==> config.mk <==
export PLATFORM = sky130hd
export DESIGN_NAME = square_draw_arbiter_flat
export DESIGN_NICKNAME = d
export VERILOG_FILES = /design/src/rtl/square_draw_arbiter_if.sv /design/src/rtl/square_draw_arbiter.sv /design/src/flat_wrapper.sv
export SDC_FILE = /design/constraint.sdc
export NUM_CORES = 1
export LEC_CHECK = 0
export CAP_MARGIN = 20
export CORE_ASPECT_RATIO = 2
export CORE_MARGIN = 2
export CORE_UTILIZATION = 48
export DETAILED_ROUTE_END_ITERATION = 10
export PLACE_DENSITY = 0.88
export SYNTH_ARGS = -nofsm -noshare
export SYNTH_HDL_FRONTEND = slang
export SYNTH_SLANG_ARGS = --single-unit
==> constraint.sdc <==
create_clock -name clk -period 5.4 [get_ports clk]
set_clock_uncertainty 0.2 [all_clocks]
set_input_delay 1.08 -clock clk [delete_from_list [all_inputs] [get_ports clk]]
set_output_delay 1.08 -clock clk [all_outputs]
set_load 0.005 [all_outputs]
==> src/rtl/square_draw_arbiter_if.sv <==
// ============================================================================
//  Module      : square_draw_arbiter_if
//  Description : Request/grant bundle between game-logic requesters and the
//                square draw arbiter, plus the arbiter's VGA pixel port.
//  Revision    : 1.0 - initial release
// ============================================================================
`default_nettype none

interface square_draw_arbiter_if #(
    parameter int NUM_REQ = 4,
    parameter int X_W     = 8,
    parameter int Y_W     = 7
);
    logic [NUM_REQ-1:0]     req;
    logic [NUM_REQ*X_W-1:0] req_x;
    logic [NUM_REQ*Y_W-1:0] req_y;
    logic [NUM_REQ*3-1:0]   req_colour;
    logic [NUM_REQ-1:0]     grant;
    logic [NUM_REQ-1:0]     done;
    logic                   busy;
    logic [X_W-1:0]         vga_x;
    logic [Y_W-1:0]         vga_y;
    logic [2:0]             vga_colour;
    logic                   vga_plot;

    // Requester / game-logic side
    modport master (
        output req, req_x, req_y, req_colour,
        input  grant, done, busy, vga_x, vga_y, vga_colour, vga_plot
    );

    // Arbiter side
    modport slave (
        input  req, req_x, req_y, req_colour,
        output grant, done, busy, vga_x, vga_y, vga_colour, vga_plot
    );
endinterface

`default_nettype wire

==> src/rtl/square_draw_arbiter.sv <==
// ============================================================================
//  Module      : square_draw_arbiter
//  Description : Round-robin arbiter that lets several requesters share one
//                VGA pixel port. The winner's SIDE x SIDE square is emitted
//                one pixel per clock in raster order, then done pulses.
//                Optional macro SQUARE_ARB_CLIP_EN suppresses vga_plot for
//                pixels outside X_MAX x Y_MAX (timing is unchanged).
//  Revision    : 1.0 - initial release
// ============================================================================
`default_nettype none

module square_draw_arbiter #(
    parameter int NUM_REQ   = 4,
    parameter int SIZE_LOG2 = 2,
    parameter int X_W       = 8,
    parameter int Y_W       = 7,
    parameter int X_MAX     = 160,
    parameter int Y_MAX     = 120
) (
    input  wire logic              clk,
    input  wire logic              reset_n,
    square_draw_arbiter_if.slave   bus
);

    localparam int c_ptr_w = $clog2(NUM_REQ);
    localparam int c_cnt_w = 2 * SIZE_LOG2;
    localparam logic [c_cnt_w-1:0] c_cnt_last = '1;

    // Reject configurations the datapath cannot represent
    if (NUM_REQ < 2 || NUM_REQ > 8 || SIZE_LOG2 < 1 || SIZE_LOG2 >= Y_W ||
        X_MAX < 1 || Y_MAX < 1) begin : g_bad_param
        $error("square_draw_arbiter: illegal parameter combination");
    end

    typedef enum logic [1:0] {
        ST_IDLE = 2'd0,
        ST_DRAW = 2'd1,
        ST_DONE = 2'd2
    } state_t;

    state_t               state_q,      state_d;
    logic [c_cnt_w-1:0]   cnt_q,        cnt_d;
    logic [c_ptr_w-1:0]   ptr_q,        ptr_d;
    logic [c_ptr_w-1:0]   winner_q,     winner_d;
    logic [X_W-1:0]       base_x_q,     base_x_d;
    logic [Y_W-1:0]       base_y_q,     base_y_d;
    logic [2:0]           colour_q,     colour_d;
    logic [NUM_REQ-1:0]   grant_q,      grant_d;
    logic [NUM_REQ-1:0]   done_q,       done_d;
    logic [X_W-1:0]       vga_x_q,      vga_x_d;
    logic [Y_W-1:0]       vga_y_q,      vga_y_d;
    logic [2:0]           vga_colour_q, vga_colour_d;
    logic                 vga_plot_q,   vga_plot_d;

    logic                 w_win_found;
    logic [c_ptr_w-1:0]   w_win_idx;
    logic [c_ptr_w-1:0]   w_cand;
    int                   w_scan;
    logic [X_W-1:0]       w_win_x;
    logic [Y_W-1:0]       w_win_y;
    logic [2:0]           w_win_colour;
    logic [X_W-1:0]       w_base_x;
    logic [Y_W-1:0]       w_base_y;
    logic [c_cnt_w-1:0]   w_pix_cnt;
    logic [X_W-1:0]       w_x_off;
    logic [Y_W-1:0]       w_y_off;
    logic                 w_pix_ok;

    // Round-robin search: first asserted request at or above the pointer, wrapping
    always_comb begin
        w_win_found  = 1'b0;
        w_win_idx    = '0;
        w_scan       = 0;
        w_cand       = '0;
        w_win_x      = '0;
        w_win_y      = '0;
        w_win_colour = '0;
        for (int k = 0; k < NUM_REQ; k++) begin
            w_scan = int'(ptr_q) + k;
            if (w_scan >= NUM_REQ) begin
                w_scan = w_scan - NUM_REQ;
            end
            w_cand = c_ptr_w'(w_scan);
            if (!w_win_found && bus.req[w_cand]) begin
                w_win_found = 1'b1;
                w_win_idx   = w_cand;
            end
        end
        for (int k = 0; k < NUM_REQ; k++) begin
            if (c_ptr_w'(k) == w_win_idx) begin
                w_win_x      = bus.req_x[k*X_W +: X_W];
                w_win_y      = bus.req_y[k*Y_W +: Y_W];
                w_win_colour = bus.req_colour[k*3 +: 3];
            end
        end
    end

    // Address of the pixel that will be shown next cycle; the first pixel
    // comes straight from the request so it appears the cycle after the grant
    always_comb begin
        w_pix_cnt = (state_q == ST_IDLE) ? '0 : cnt_q + 1'b1;
        w_base_x  = (state_q == ST_IDLE) ? w_win_x : base_x_q;
        w_base_y  = (state_q == ST_IDLE) ? w_win_y : base_y_q;
        w_x_off   = X_W'(w_pix_cnt[SIZE_LOG2-1:0]);
        w_y_off   = Y_W'(w_pix_cnt[c_cnt_w-1:SIZE_LOG2]);
`ifdef SQUARE_ARB_CLIP_EN
        w_pix_ok  = (({1'b0, w_base_x} + {1'b0, w_x_off}) < (X_W+1)'(X_MAX)) &&
                    (({1'b0, w_base_y} + {1'b0, w_y_off}) < (Y_W+1)'(Y_MAX));
`else
        w_pix_ok  = 1'b1;
`endif
    end

    // Next-state and registered-output logic
    always_comb begin
        state_d      = state_q;
        cnt_d        = cnt_q;
        ptr_d        = ptr_q;
        winner_d     = winner_q;
        base_x_d     = base_x_q;
        base_y_d     = base_y_q;
        colour_d     = colour_q;
        grant_d      = grant_q;
        done_d       = '0;
        vga_x_d      = vga_x_q;
        vga_y_d      = vga_y_q;
        vga_colour_d = vga_colour_q;
        vga_plot_d   = 1'b0;
        case (state_q)
            ST_IDLE: begin
                if (w_win_found) begin
                    state_d             = ST_DRAW;
                    winner_d            = w_win_idx;
                    base_x_d            = w_win_x;
                    base_y_d            = w_win_y;
                    colour_d            = w_win_colour;
                    grant_d             = '0;
                    grant_d[w_win_idx]  = 1'b1;
                    cnt_d               = w_pix_cnt;
                    vga_x_d             = w_base_x + w_x_off;
                    vga_y_d             = w_base_y + w_y_off;
                    vga_colour_d        = w_win_colour;
                    vga_plot_d          = w_pix_ok;
                end
            end
            ST_DRAW: begin
                if (cnt_q == c_cnt_last) begin
                    state_d          = ST_DONE;
                    grant_d          = '0;
                    done_d[winner_q] = 1'b1;
                    ptr_d            = (winner_q == c_ptr_w'(NUM_REQ - 1)) ?
                                       '0 : winner_q + 1'b1;
                end else begin
                    cnt_d        = w_pix_cnt;
                    vga_x_d      = w_base_x + w_x_off;
                    vga_y_d      = w_base_y + w_y_off;
                    vga_colour_d = colour_q;
                    vga_plot_d   = w_pix_ok;
                end
            end
            ST_DONE: begin
                state_d = ST_IDLE;
            end
            default: begin
                state_d = ST_IDLE;
                grant_d = '0;
            end
        endcase
    end

    // State and output registers; synchronous active-low reset
    always_ff @(posedge clk) begin
        if (!reset_n) begin
            state_q      <= ST_IDLE;
            cnt_q        <= '0;
            ptr_q        <= '0;
            winner_q     <= '0;
            base_x_q     <= '0;
            base_y_q     <= '0;
            colour_q     <= '0;
            grant_q      <= '0;
            done_q       <= '0;
            vga_x_q      <= '0;
            vga_y_q      <= '0;
            vga_colour_q <= '0;
            vga_plot_q   <= 1'b0;
        end else begin
            state_q      <= state_d;
            cnt_q        <= cnt_d;
            ptr_q        <= ptr_d;
            winner_q     <= winner_d;
            base_x_q     <= base_x_d;
            base_y_q     <= base_y_d;
            colour_q     <= colour_d;
            grant_q      <= grant_d;
            done_q       <= done_d;
            vga_x_q      <= vga_x_d;
            vga_y_q      <= vga_y_d;
            vga_colour_q <= vga_colour_d;
            vga_plot_q   <= vga_plot_d;
        end
    end

    assign bus.grant      = grant_q;
    assign bus.done       = done_q;
    assign bus.busy       = (state_q != ST_IDLE);
    assign bus.vga_x      = vga_x_q;
    assign bus.vga_y      = vga_y_q;
    assign bus.vga_colour = vga_colour_q;
    assign bus.vga_plot   = vga_plot_q;

endmodule

`default_nettype wire

==> src/flat_wrapper.sv <==
// flat-port wrapper written by rule: the top's interface ports become plain ports
module square_draw_arbiter_flat 
#(
    parameter int NUM_REQ   = 4,
    parameter int SIZE_LOG2 = 2,
    parameter int X_W       = 8,
    parameter int Y_W       = 7,
    parameter int X_MAX     = 160,
    parameter int Y_MAX     = 120
)
  (clk, reset_n, bus_req, bus_req_x, bus_req_y, bus_req_colour, bus_grant, bus_done, bus_busy, bus_vga_x, bus_vga_y, bus_vga_colour, bus_vga_plot);
  square_draw_arbiter_if #(.NUM_REQ(NUM_REQ), .X_W(X_W), .Y_W(Y_W)) bus_i ();
  input  wire logic clk;
  input  wire logic reset_n;
  input wire logic [$bits(bus_i.req)-1:0] bus_req;
  input wire logic [$bits(bus_i.req_x)-1:0] bus_req_x;
  input wire logic [$bits(bus_i.req_y)-1:0] bus_req_y;
  input wire logic [$bits(bus_i.req_colour)-1:0] bus_req_colour;
  output wire logic [$bits(bus_i.grant)-1:0] bus_grant;
  output wire logic [$bits(bus_i.done)-1:0] bus_done;
  output wire logic [$bits(bus_i.busy)-1:0] bus_busy;
  output wire logic [$bits(bus_i.vga_x)-1:0] bus_vga_x;
  output wire logic [$bits(bus_i.vga_y)-1:0] bus_vga_y;
  output wire logic [$bits(bus_i.vga_colour)-1:0] bus_vga_colour;
  output wire logic [$bits(bus_i.vga_plot)-1:0] bus_vga_plot;
  assign bus_i.req = bus_req;
  assign bus_i.req_x = bus_req_x;
  assign bus_i.req_y = bus_req_y;
  assign bus_i.req_colour = bus_req_colour;
  assign bus_grant = bus_i.grant;
  assign bus_done = bus_i.done;
  assign bus_busy = bus_i.busy;
  assign bus_vga_x = bus_i.vga_x;
  assign bus_vga_y = bus_i.vga_y;
  assign bus_vga_colour = bus_i.vga_colour;
  assign bus_vga_plot = bus_i.vga_plot;
  square_draw_arbiter #(.NUM_REQ(NUM_REQ), .SIZE_LOG2(SIZE_LOG2), .X_W(X_W), .Y_W(Y_W), .X_MAX(X_MAX), .Y_MAX(Y_MAX)) u_core (.clk(clk), .reset_n(reset_n), .bus(bus_i));
endmodule
* Word level (Yosys, flattened, before mapping)
Index checks and enable logic that the tools add are counted.
** Storage, ports and cells
- Register bits :: 55
- Input port bits :: 78
- Output and inout port bits :: 28
- Logic and storage cells :: 126
** Operators by class
- Add/sub/neg operators :: 11
- Order comparisons :: 12
- Equal/unequal tests :: 10
- Muxes and demuxes :: 61
- Bitwise gates (word level) :: 1
- Reduce and logical (&&, ||, !) cells :: 18
** Operator list (count)
- $mux W8 :: 7
- $mux W7 :: 7
- $mux W2 :: 11
- $mux W4 :: 5
- $lt A2 B3 Y1 const B :: 6
- $mux W3 :: 6
- $pmux W8 S2 :: 1
- $pmux W7 S2 :: 1
- $mux W1 :: 12
- $pmux W4 S3 :: 1
- $ge A3 B3 Y1 const B :: 3
- $reduce_and A3 Y1 :: 3
- $add A8 B2 Y8 :: 1
- $bmux W1 S2 :: 4
- $pmux W4 S2 :: 1
- $sub A2 B1 Y2 const B :: 4
- $add A7 B2 Y7 :: 1
- $add A2 B2 Y3 const B :: 2
- $pmux W3 S2 :: 1
- $reduce_and A2 Y1 :: 3
- $logic_and A1 B1 Y1 :: 5
- $add A4 B1 Y4 const B :: 1
- $demux W1 S2 :: 2
- $eq A2 B2 Y1 const A :: 2
- other kinds (16) :: 23

* Depth between registers and ports, before layout
Gate-level depths: netlist (run 1).
- Depth in word-level cells :: 23
- Gate-level depth with buffers :: 17
- Gate-level depth less buffers :: 14

* Worst setup path after synthesis (run 1)
No wires, ideal clock.
- Kind :: input port to flip-flop
- Start :: input port bus_req[2]
- End :: register u_core.vga_x_q[5], in the netlist u_core.bus.vga_x[5]
- Setup time :: 62 ps
- Arrival time :: 3958 ps
- Required time :: 5138 ps
- Path slack :: 1180 ps
- Cell stages on the path :: 15
- Buffers on the path :: 3
- Cells stage by stage :: nor2b_2 > or4_4 > buf_6 > nand2_8 > buf_2 > clkbuf_1 > nand2_1 > nand3_1 > o21ai_0 > o21ai_0 > ha_1 > a21oi_1 > a2111oi_0 > or3_1 > nand3_1
** On the way
- Word-level cells in the longest chain between the ends :: 21
- Elaborated cells on any way between the ends :: 37
- Those cells by class :: add/sub (1); eq/ne (4); mux (24); reduce/logical (8)
** RTL lines
- start, declared :: line flat_wrapper.sv:15 : input wire logic [$bits(bus_i.req)-1:0] bus_req;
- $bmux W1 S2 :: line square_draw_arbiter.sv:84 : if (!w_win_found && bus.req[w_cand]) begin
- $mux W1 (implied by the code) :: line square_draw_arbiter.sv:84
- $mux W1 :: line square_draw_arbiter.sv:84
- $logic_not A1 Y1 :: line square_draw_arbiter.sv:84
- $logic_and A1 B1 Y1 :: line square_draw_arbiter.sv:84
- $mux W1 :: line square_draw_arbiter.sv:84
- $logic_not A1 Y1 :: line square_draw_arbiter.sv:84
- $logic_and A1 B1 Y1 :: line square_draw_arbiter.sv:84
- [... 2 more ...]
- $logic_and A1 B1 Y1 :: line square_draw_arbiter.sv:84
- $mux W2 :: line square_draw_arbiter.sv:84
- $logic_not A2 Y1 :: line square_draw_arbiter.sv:90 : if (c_ptr_w'(k) == w_win_idx) begin
- $mux W8 (4 in series) :: line square_draw_arbiter.sv:90
- $mux W8 :: line square_draw_arbiter.sv:102 : w_base_x = (state_q == ST_IDLE) ? w_win_x : base_x_q;
- $add A8 B2 Y8 :: line square_draw_arbiter.sv:140, square_draw_arbiter.sv:155
- $mux W8 (on tied branches) :: line square_draw_arbiter.sv:147, square_draw_arbiter.sv:131
- $pmux W8 S2 :: line square_draw_arbiter.sv:129 : case (state_q)
- end signal, assigned :: line square_draw_arbiter.sv:197 : vga_x_q <= vga_x_d;
- end, declared :: line square_draw_arbiter.sv:50 : logic [X_W-1:0] vga_x_q, vga_x_d;
Parallel ways exist; a longest one is shown, timed or not. The select of a mux whose other input is x is not followed.
A chain may end at the register's enable or synchronous reset.

* Worst setup path in the final report (run 1)
- Start :: input port bus_req[0]
- End :: register u_core.vga_y_q[4], in the netlist u_core.bus.vga_y[4]
** On the way
- Word-level cells in the longest chain between the ends :: 21
- Elaborated cells on any way between the ends :: 37
- Those cells by class :: add/sub (1); eq/ne (4); mux (24); reduce/logical (8)
** RTL lines
- $bmux W1 S2 :: line square_draw_arbiter.sv:84
- $mux W1 (implied by the code) :: line square_draw_arbiter.sv:84
- $mux W1 :: line square_draw_arbiter.sv:84
- $logic_not A1 Y1 :: line square_draw_arbiter.sv:84
- $logic_and A1 B1 Y1 :: line square_draw_arbiter.sv:84
- $mux W1 :: line square_draw_arbiter.sv:84
- $logic_not A1 Y1 :: line square_draw_arbiter.sv:84
- $logic_and A1 B1 Y1 :: line square_draw_arbiter.sv:84
- [... 2 more ...]
- $logic_and A1 B1 Y1 :: line square_draw_arbiter.sv:84
- $mux W2 :: line square_draw_arbiter.sv:84
- $logic_not A2 Y1 :: line square_draw_arbiter.sv:90
- $mux W7 (4 in series) :: line square_draw_arbiter.sv:90
- $mux W7 :: line square_draw_arbiter.sv:103 : w_base_y = (state_q == ST_IDLE) ? w_win_y : base_y_q;
- $add A7 B2 Y7 :: line square_draw_arbiter.sv:141, square_draw_arbiter.sv:156
- $mux W7 (on tied branches) :: line square_draw_arbiter.sv:147, square_draw_arbiter.sv:131
- $pmux W7 S2 :: line square_draw_arbiter.sv:129
- end signal, assigned :: line square_draw_arbiter.sv:198 : vga_y_q <= vga_y_d;
- end, declared :: line square_draw_arbiter.sv:51 : logic [Y_W-1:0] vga_y_q, vga_y_d;
Parallel ways exist; a longest one is shown, timed or not. The select of a mux whose other input is x is not followed.

==> flow_metrics.tcl, run 1 <==
set metrics [dict create \
    total_leakage_power_uw 0.00192 \
    cp_common_cell "sky130_fd_sc_hd__o21ai_0" \
    buffer_ports.inserted 105 \
    syn_to_final_growth_pct 36.0 \
    final_layout_size_suffix_gt1_frac 0.0557 \
    grt_pass1_vias 3646 \
    critical-path-top-delay-family "simple AND/OR/NAND/NOR gates" \
    cts-root-to-sink-buffers 2 \
    die-area_sq_um 7960 \
    maxSlewHeadroom 0.418 \
    final-setup-viol-count 0 \
    synthesis.area_sq_um 3470 \
    filler_cell_count 617 \
    synth_seq_area_share 0.317 \
    antenna_cells_inserted 0 \
    cts_made_buffers 5 \
    synth-warning-count 0 \
    vdd_drop_max_mv 0.207 \
    num_vias 3546 \
    postRouteAntennaNets 0 \
    grt_antenna_before_repair 0 \
    timing.critical_path.slowest_stage_cell "sky130_fd_sc_hd__or4_4" \
    clock-sinks 55 \
    grt_total_usage 0.261 \
    critical_path.endpoint_type "flip-flop" \
    postCtsSetupBuffers 0 \
    final_util 0.674 \
    power.total_uw 1100 \
    gp_congestion 0.923 \
    average_footprint_of_a_synthesized_cell_sq_um 7.76 \
    cts_repair_resize_count 0 \
    final_max_slew_viol_count 0 \
    outcome "complete, no violations" \
    totalNegativeSetupSlack_ns 0 \
    timing.critical_path.buf_inv 1 \
    post_synth_inst_count 447 \
    gr-total-overflow 0 \
    io-pin-count 106 \
    worst_tran_pin_value_ns 0.872 \
    final_nets 628 \
    post-synth-top-area-fraction 0.317 \
    cts-hold-fix-buffers 0 \
    power_per_cell_area_nw_per_um2 233 \
    critPathArrivalTime_ns 4.39 \
    num_rows 43 \
    ys_ff_latch 55 \
    clock_tree.root_cell "sky130_fd_sc_hd__clkbuf_16" \
    postPlaceCellArea_sq_um 4580 \
    drt-initial-drc-count 142 \
    report.final.hold_viol_count 0 \
    critical_path_cell_list "clkdlybuf4s50_1, nor2b_4, or4_4, nand2_8, nand2_1, nand3_1, o21ai_0, o21ai_0, fa_1, nand2_1, o31ai_1, xor2_1, o21ai_0" \
    placement.setup.worst_slack_ns 0.697 \
    synth.distinct_cells 56 \
    multiInputGateArea_sq_um 2210 \
    post-synth-top-area-cell "sky130_fd_sc_hd__dfxtp_1" \
    die-width_microns 64.1 \
    yosys-top-cells-count "101 x sky130_fd_sc_hd__nand2_1, 55 x sky130_fd_sc_hd__dfxtp_1, 30 x sky130_fd_sc_hd__nand3_1" \
    design.core.area_sq_um 6990 \
    finalWirelength_mm 10.1 \
    largest_net_degree_at_the_start_of_global_routing 55 \
    postSynth.asyncResetShare 0 \
    max_cap_viols 0 \
    final.period_utilization 0.818 \
    remaining_drcs 0 \
    detailedRoute.firstPassIterationCount 4 \
    routed_wl_per_cell_microns 16.0 \
    seq_area_sq_um 1100 \
    crit_path_max_fanout 28 \
    max_freq_mhz 226 \
    worst-setup-path-type "input pin to flip-flop" \
    routed_via_density 5.64 \
    layout.cell_area.non_filler_sq_um 4720 \
    first_pass_grt_wire_length_mm 16.5 \
    worst_hold_path_type "flip-flop to flip-flop" \
    rsz_0062_raised_after_global_routing "false" \
    synth_fp_nets 536 \
    critPathRequiredTime_ns 5.38 \
    cts_max_level 2 \
    final_period_minus_worst_setup_slack_ns 4.42 \
    setup.worst_path.start_class "input pin" \
    clk-insertion-delay-late_ns 0.30 \
    yosys-top-cells-area "sky130_fd_sc_hd__dfxtp_1 32%, sky130_fd_sc_hd__nand2_1 11%, sky130_fd_sc_hd__mux2i_1 5.2%" \
    die_h_microns 124 \
    yosys.cell_count.top_type "sky130_fd_sc_hd__nand2_1" \
    synth_top_flop_cell "sky130_fd_sc_hd__dfxtp_1" \
    clk_transition_reported_paths_ns 0.07 \
    initial_core_util 0.496 \
    synth_enable_flop_cells 0 \
    cts_tree "yes" \
    dp.final_hpwl_mm 7.64 \
    slowest_delay_ns 0.60 \
    fin_ws_ns 0.983 \
]
-- layer usage --
| layer | track usage | routed length (microns) | part of all wire | up-vias |
|---|---|---|---|---|
| met3 | 0.0325 | 533 | 0.053 | 28 |
| met4 | 0.154 | 498 | 0.049 | 0 |
| met5 | 0 | 0 | 0 | - |
| met2 | 0.496 | 5540 | 0.55 | 148 |
| li1 | - | - | - | 1748 |
| met1 | 0.255 | 3520 | 0.35 | 1622 |
-- cell type report --
| cell class | instances | area share |
|---|---|---|
| inverters | 10 | 0.00796 |
| clock buffers | 5 | 0.0265 |
| repair buffers | 114 | 0.237 |
| clock inverters | 2 | 0.00292 |
| flip-flops and latches | 55 | 0.233 |
| well taps | 90 | 0.0239 |
| multi-input cells | 353 | 0.468 |
-- state kept, by name, summed over array words and instances, names as in the netlist, 4 cells and up --
register          count
u_core.base_y_q       7
u_core.bus.done       4
u_core.cnt_q          4
u_core.bus.vga_y      7
u_core.base_x_q       8
u_core.bus.vga_x      8
u_core.bus.grant      4
-- report_power, final --
group / switching, uW / internal [uW] / total, uW
clock: 150 / 170 / 320
combinational: 156 / 161 / 317
sequential: 21.3 / 439 / 461
-- worst register-to-register path: stages, from the launching register on --
cell,delay [ns]
sky130_fd_sc_hd__dfxtp_1,0.42
sky130_fd_sc_hd__nor2b_4,0.07
sky130_fd_sc_hd__or4_4,0.61
sky130_fd_sc_hd__nand2_8,0.21
sky130_fd_sc_hd__nand2_1,0.09
sky130_fd_sc_hd__nand3_1,0.07
sky130_fd_sc_hd__o21ai_0,0.13
sky130_fd_sc_hd__o21ai_0,0.47
sky130_fd_sc_hd__fa_1,0.36
sky130_fd_sc_hd__nand2_1,0.07
sky130_fd_sc_hd__o31ai_1,0.39
sky130_fd_sc_hd__xor2_1,0.18
sky130_fd_sc_hd__o21ai_0,0.09
-- layout by cell type (no fill, tap or decap), types with 6 or more instances in the layout --
cell type	Yosys	routed
sky130_fd_sc_hd__dfxtp_1	55	55
sky130_fd_sc_hd__nor2_1	15	14
sky130_fd_sc_hd__xor2_1	6	6
sky130_fd_sc_hd__nand2_1	101	101
sky130_fd_sc_hd__mux2i_1	18	18
sky130_fd_sc_hd__a21oi_1	13	13
sky130_fd_sc_hd__a21boi_0	18	18
sky130_fd_sc_hd__buf_4	0	9
sky130_fd_sc_hd__clkdlybuf4s50_1	0	105
sky130_fd_sc_hd__o31ai_1	6	6
sky130_fd_sc_hd__nor2b_1	10	10
sky130_fd_sc_hd__nand3_1	30	30
sky130_fd_sc_hd__and3_1	12	12
sky130_fd_sc_hd__a32oi_1	6	6
sky130_fd_sc_hd__and2_1	18	18
sky130_fd_sc_hd__o21ai_0	29	29
sky130_fd_sc_hd__ha_1	9	9
sky130_fd_sc_hd__inv_1	10	10
-- stage by stage --
step	instances	hold WS, ns
floorplan	447	0.243
global placement	622	0.251
detailed placement	622	0.258
CTS	629	0.268
global route	629	0.296
finish	629	0.267
-- worst paths after layout --
path | from | end | slack [ns] | depth (start not counted)
setup / recovery | bus_req[0] | u_core.bus.vga_y[4] | 0.98 | 13
hold / removal | u_core.colour_q[0] | u_core.colour_q[0] | 0.27 | 2
setup reg to reg | u_core.ptr_q[0] | u_core.bus.vga_y[4] | 1.93 | 12
hold reg to reg | u_core.colour_q[0] | u_core.colour_q[0] | 0.27 | 2
-- kinds of logic (layout without fill, tap and decap cells) --
family | Yosys count | count (layout) | share of synthesized area
buf+inv | 39 | 131 | 0.0469
flops | 55 | 55 | 0.317
xor+xnor | 8 | 8 | 0.0202
compound gates | 111 | 111 | 0.232
fa+ha+maj | 11 | 11 | 0.0440
mux | 18 | 18 | 0.0519
simple gates | 205 | 205 | 0.288
(Power assumes the default switching activity.)
==> inputs of run 2 (changes only) <==
==> constraint.sdc (replaced) <==
create_clock -name clk -period 4.6 [get_ports clk]
set_clock_uncertainty 0.2 [all_clocks]
set_input_delay 0.92 -clock clk [delete_from_list [all_inputs] [get_ports clk]]
set_output_delay 0.92 -clock clk [all_outputs]
set_load 0.005 [all_outputs]
==> flow_metrics.tcl, run 2 (same netlist as run 1, synthesis figures left out) <==
set metrics [dict create \
    outcome "complete, no violations" \
    gp_congestion 0.959 \
    initial_core_util 0.496 \
    power_frac_seq 0.398 \
    instances_no_fill 632 \
    postCtsSetupBuffers 0 \
    setup.worst_path.start_class "input pin" \
    cts-hold-fix-buffers 0 \
    final_nets 630 \
    setup.reg_to_reg.worst_slack_ns 1.23 \
    finalWirelength_mm 10.7 \
    clock-sinks 55 \
    gr-total-overflow 0 \
    clock_power_share 0.325 \
    detailedRoute.firstPassIterationCount 5 \
    internal-power_uw 966 \
    postPlaceCellArea_sq_um 4590 \
    die-area_sq_um 7960 \
    critical_path_cell_list "clkdlybuf4s50_1, nor2b_2, a21boi_1, o32a_1, buf_4, a21oi_1, a32oi_1, or4b_4, a2111oi_4, a211oi_2" \
    final-setup-viol-count 0 \
    holdCritStartpoint "u_core.bus.vga_y[0]" \
    worstReg2RegEnd "u_core.bus.vga_y[4]" \
    vdd_drop_max_mv 0.283 \
    clk-insertion-delay-late_ns 0.30 \
    total_leakage_power_uw 0.00194 \
    power.net_switching_uw 398 \
    max_freq_mhz 238 \
    cts_made_buffers 5 \
    routed_via_density 5.71 \
    first_pass_grt_wire_length_mm 17.4 \
    report.final.hold_viol_count 0 \
    totalNegativeSetupSlack_ns 0 \
    largest_net_degree_at_the_start_of_global_routing 54 \
    cts_repair_resize_count 0 \
    cts_tree "yes" \
    critical_path.endpoint_type "flip-flop" \
    remaining_drcs 0 \
    multiInputGateArea_sq_um 2210 \
    design.core.area_sq_um 6990 \
    cts-root-to-sink-buffers 2 \
    grt_total_usage 0.278 \
    layout.cell_area.non_filler_sq_um 4760 \
    final_period_minus_worst_setup_slack_ns 4.20 \
    timing.hold.worst_path_depth 2 \
    timing.critical_path.slowest_stage_cell "sky130_fd_sc_hd__or4b_4" \
    postRouteAntennaNets 0 \
    cts_max_level 2 \
    grt_met2_usage 0.508 \
    max_cap_viols 0 \
    slowest_delay_ns 0.56 \
    r2r-start "u_core.ptr_q[0]" \
    power_switching_share 0.291 \
    buffer_ports.inserted 105 \
    worst-setup-path-type "input pin to flip-flop" \
    grt_antenna_before_repair 0 \
    rsz_0062_raised_after_global_routing "false" \
    die-width_microns 64.1 \
    filler_cell_count 591 \
    numPlacedInstances 624 \
    mostFrequentLayoutCell "sky130_fd_sc_hd__clkdlybuf4s50_1" \
    grt_most_used_layer "met2" \
    worst_tran_pin_value_ns 0.806 \
    crit_path_max_fanout 17 \
    most_frequent_cells_in_the_layout "105 x sky130_fd_sc_hd__clkdlybuf4s50_1, 101 x sky130_fd_sc_hd__nand2_1, 55 x sky130_fd_sc_hd__dfxtp_1" \
    die_h_microns 124 \
    final_layout_size_suffix_gt1_frac 0.0590 \
    maxSlewHeadroom 0.457 \
    critPathRequiredTime_ns 4.58 \
    antenna_cells_inserted 0 \
    grtUsageMet1 0.280 \
    critPathArrivalTime_ns 4.18 \
    clk_transition_reported_paths_ns 0.07 \
    num_rows 43 \
    power_per_cell_area_nw_per_um2 287 \
    num_vias 3606 \
    dp.final_hpwl_mm 8.14 \
    syn_to_final_growth_pct 37.2 \
    seq_area_sq_um 1100 \
    io-pin-count 106 \
    final_max_slew_viol_count 0 \
    hold_path_end "u_core.bus.vga_y[0]" \
    worst_hold_path_type "flip-flop to flip-flop" \
    clock_tree.root_cell "sky130_fd_sc_hd__clkbuf_16" \
    routed_wl_per_cell_microns 16.9 \
    power_share_of_the_combinational_group 0.277 \
    worstRegToRegCells 12 \
    grt_pass1_vias 3629 \
    drt-initial-drc-count 250 \
    final.period_utilization 0.913 \
    gr-usage-met3 0.0425 \
]
[run 2: cell count changes in the layout (fill, tap and decap cells not counted)]
cell	delta
sky130_fd_sc_hd__bufinv_16	+1
sky130_fd_sc_hd__buf_4	+2
sky130_fd_sc_hd__clkinv_2	-1
sky130_fd_sc_hd__clkbuf_1	+1
sky130_fd_sc_hd__clkinv_4	-1
sky130_fd_sc_hd__inv_6	+1
[run 2: layout make-up]
type | instances | share of cell area
Multi-Input combinational cell | 353 | 0.464
Sequential cell | 55 | 0.231
Tap cell | 90 | 0.0237
Clock inverter | 2 | 0.00815
Clock buffer | 6 | 0.0271
Inverter | 10 | 0.00789
Timing Repair Buffer | 116 | 0.238
[run 2: worst max-delay path by stage]
| stage | startpoint | to | slack [ns] |
|---|---|---|---|
| 2_1_floorplan | bus_req[2] | u_core.bus.vga_x[5] | 0.54 |
| 3_3_place_gp | bus_req[0] | u_core.bus.vga_y[4] | 0.22 |
| 3_5_place_dp | bus_req[2] | u_core.bus.vga_y[5] | 0.13 |
| 4_1_cts | bus_req[2] | u_core.bus.vga_y[5] | 0.42 |
| 5_1_grt | bus_req[2] | u_core.bus.vga_y[5] | 0.15 |
| 6_report | bus_req[2] | u_core.bus.vga_y[5] | 0.40 |
[run 2: per-stage QoR]
stage / total power (uW) / setup slack (ns) / utilization / hold WS [ns]
2_1_floorplan: 748 / 0.540 / - / 0.243
4_1_cts: 1360 / 0.419 / 0.681 / 0.277
3_5_place_dp: 927 / 0.135 / 0.657 / 0.266
5_1_grt: 1430 / 0.145 / 0.681 / 0.300
6_report: 1360 / 0.399 / 0.681 / 0.273
3_3_place_gp: 918 / 0.216 / 0.657 / 0.251
[run 2: layer usage]
| metal | up-vias | wire, microns |
|---|---|---|
| li1 | 1752 | - |
| met1 | 1665 | 3690 |
| met2 | 146 | 5900 |
| met3 | 43 | 481 |
| met4 | 0 | 618 |
| met5 | - | 0 |
[run 2: critical path: cells and delay by family]
family          cells  cell delay [ns]
simple gates        2             0.77
compound gates      6             1.63
buf+inv             2             0.86
[run 2: power by group through the flow]
stage               Combinational (uW)  Sequential, uW  Clock, uW
floorplan                          200             548          0
global placement                   366             551          0
detailed placement                 374             553          0
CTS                                377             542        443
global route                       412             548        466
finish                             378             543        443
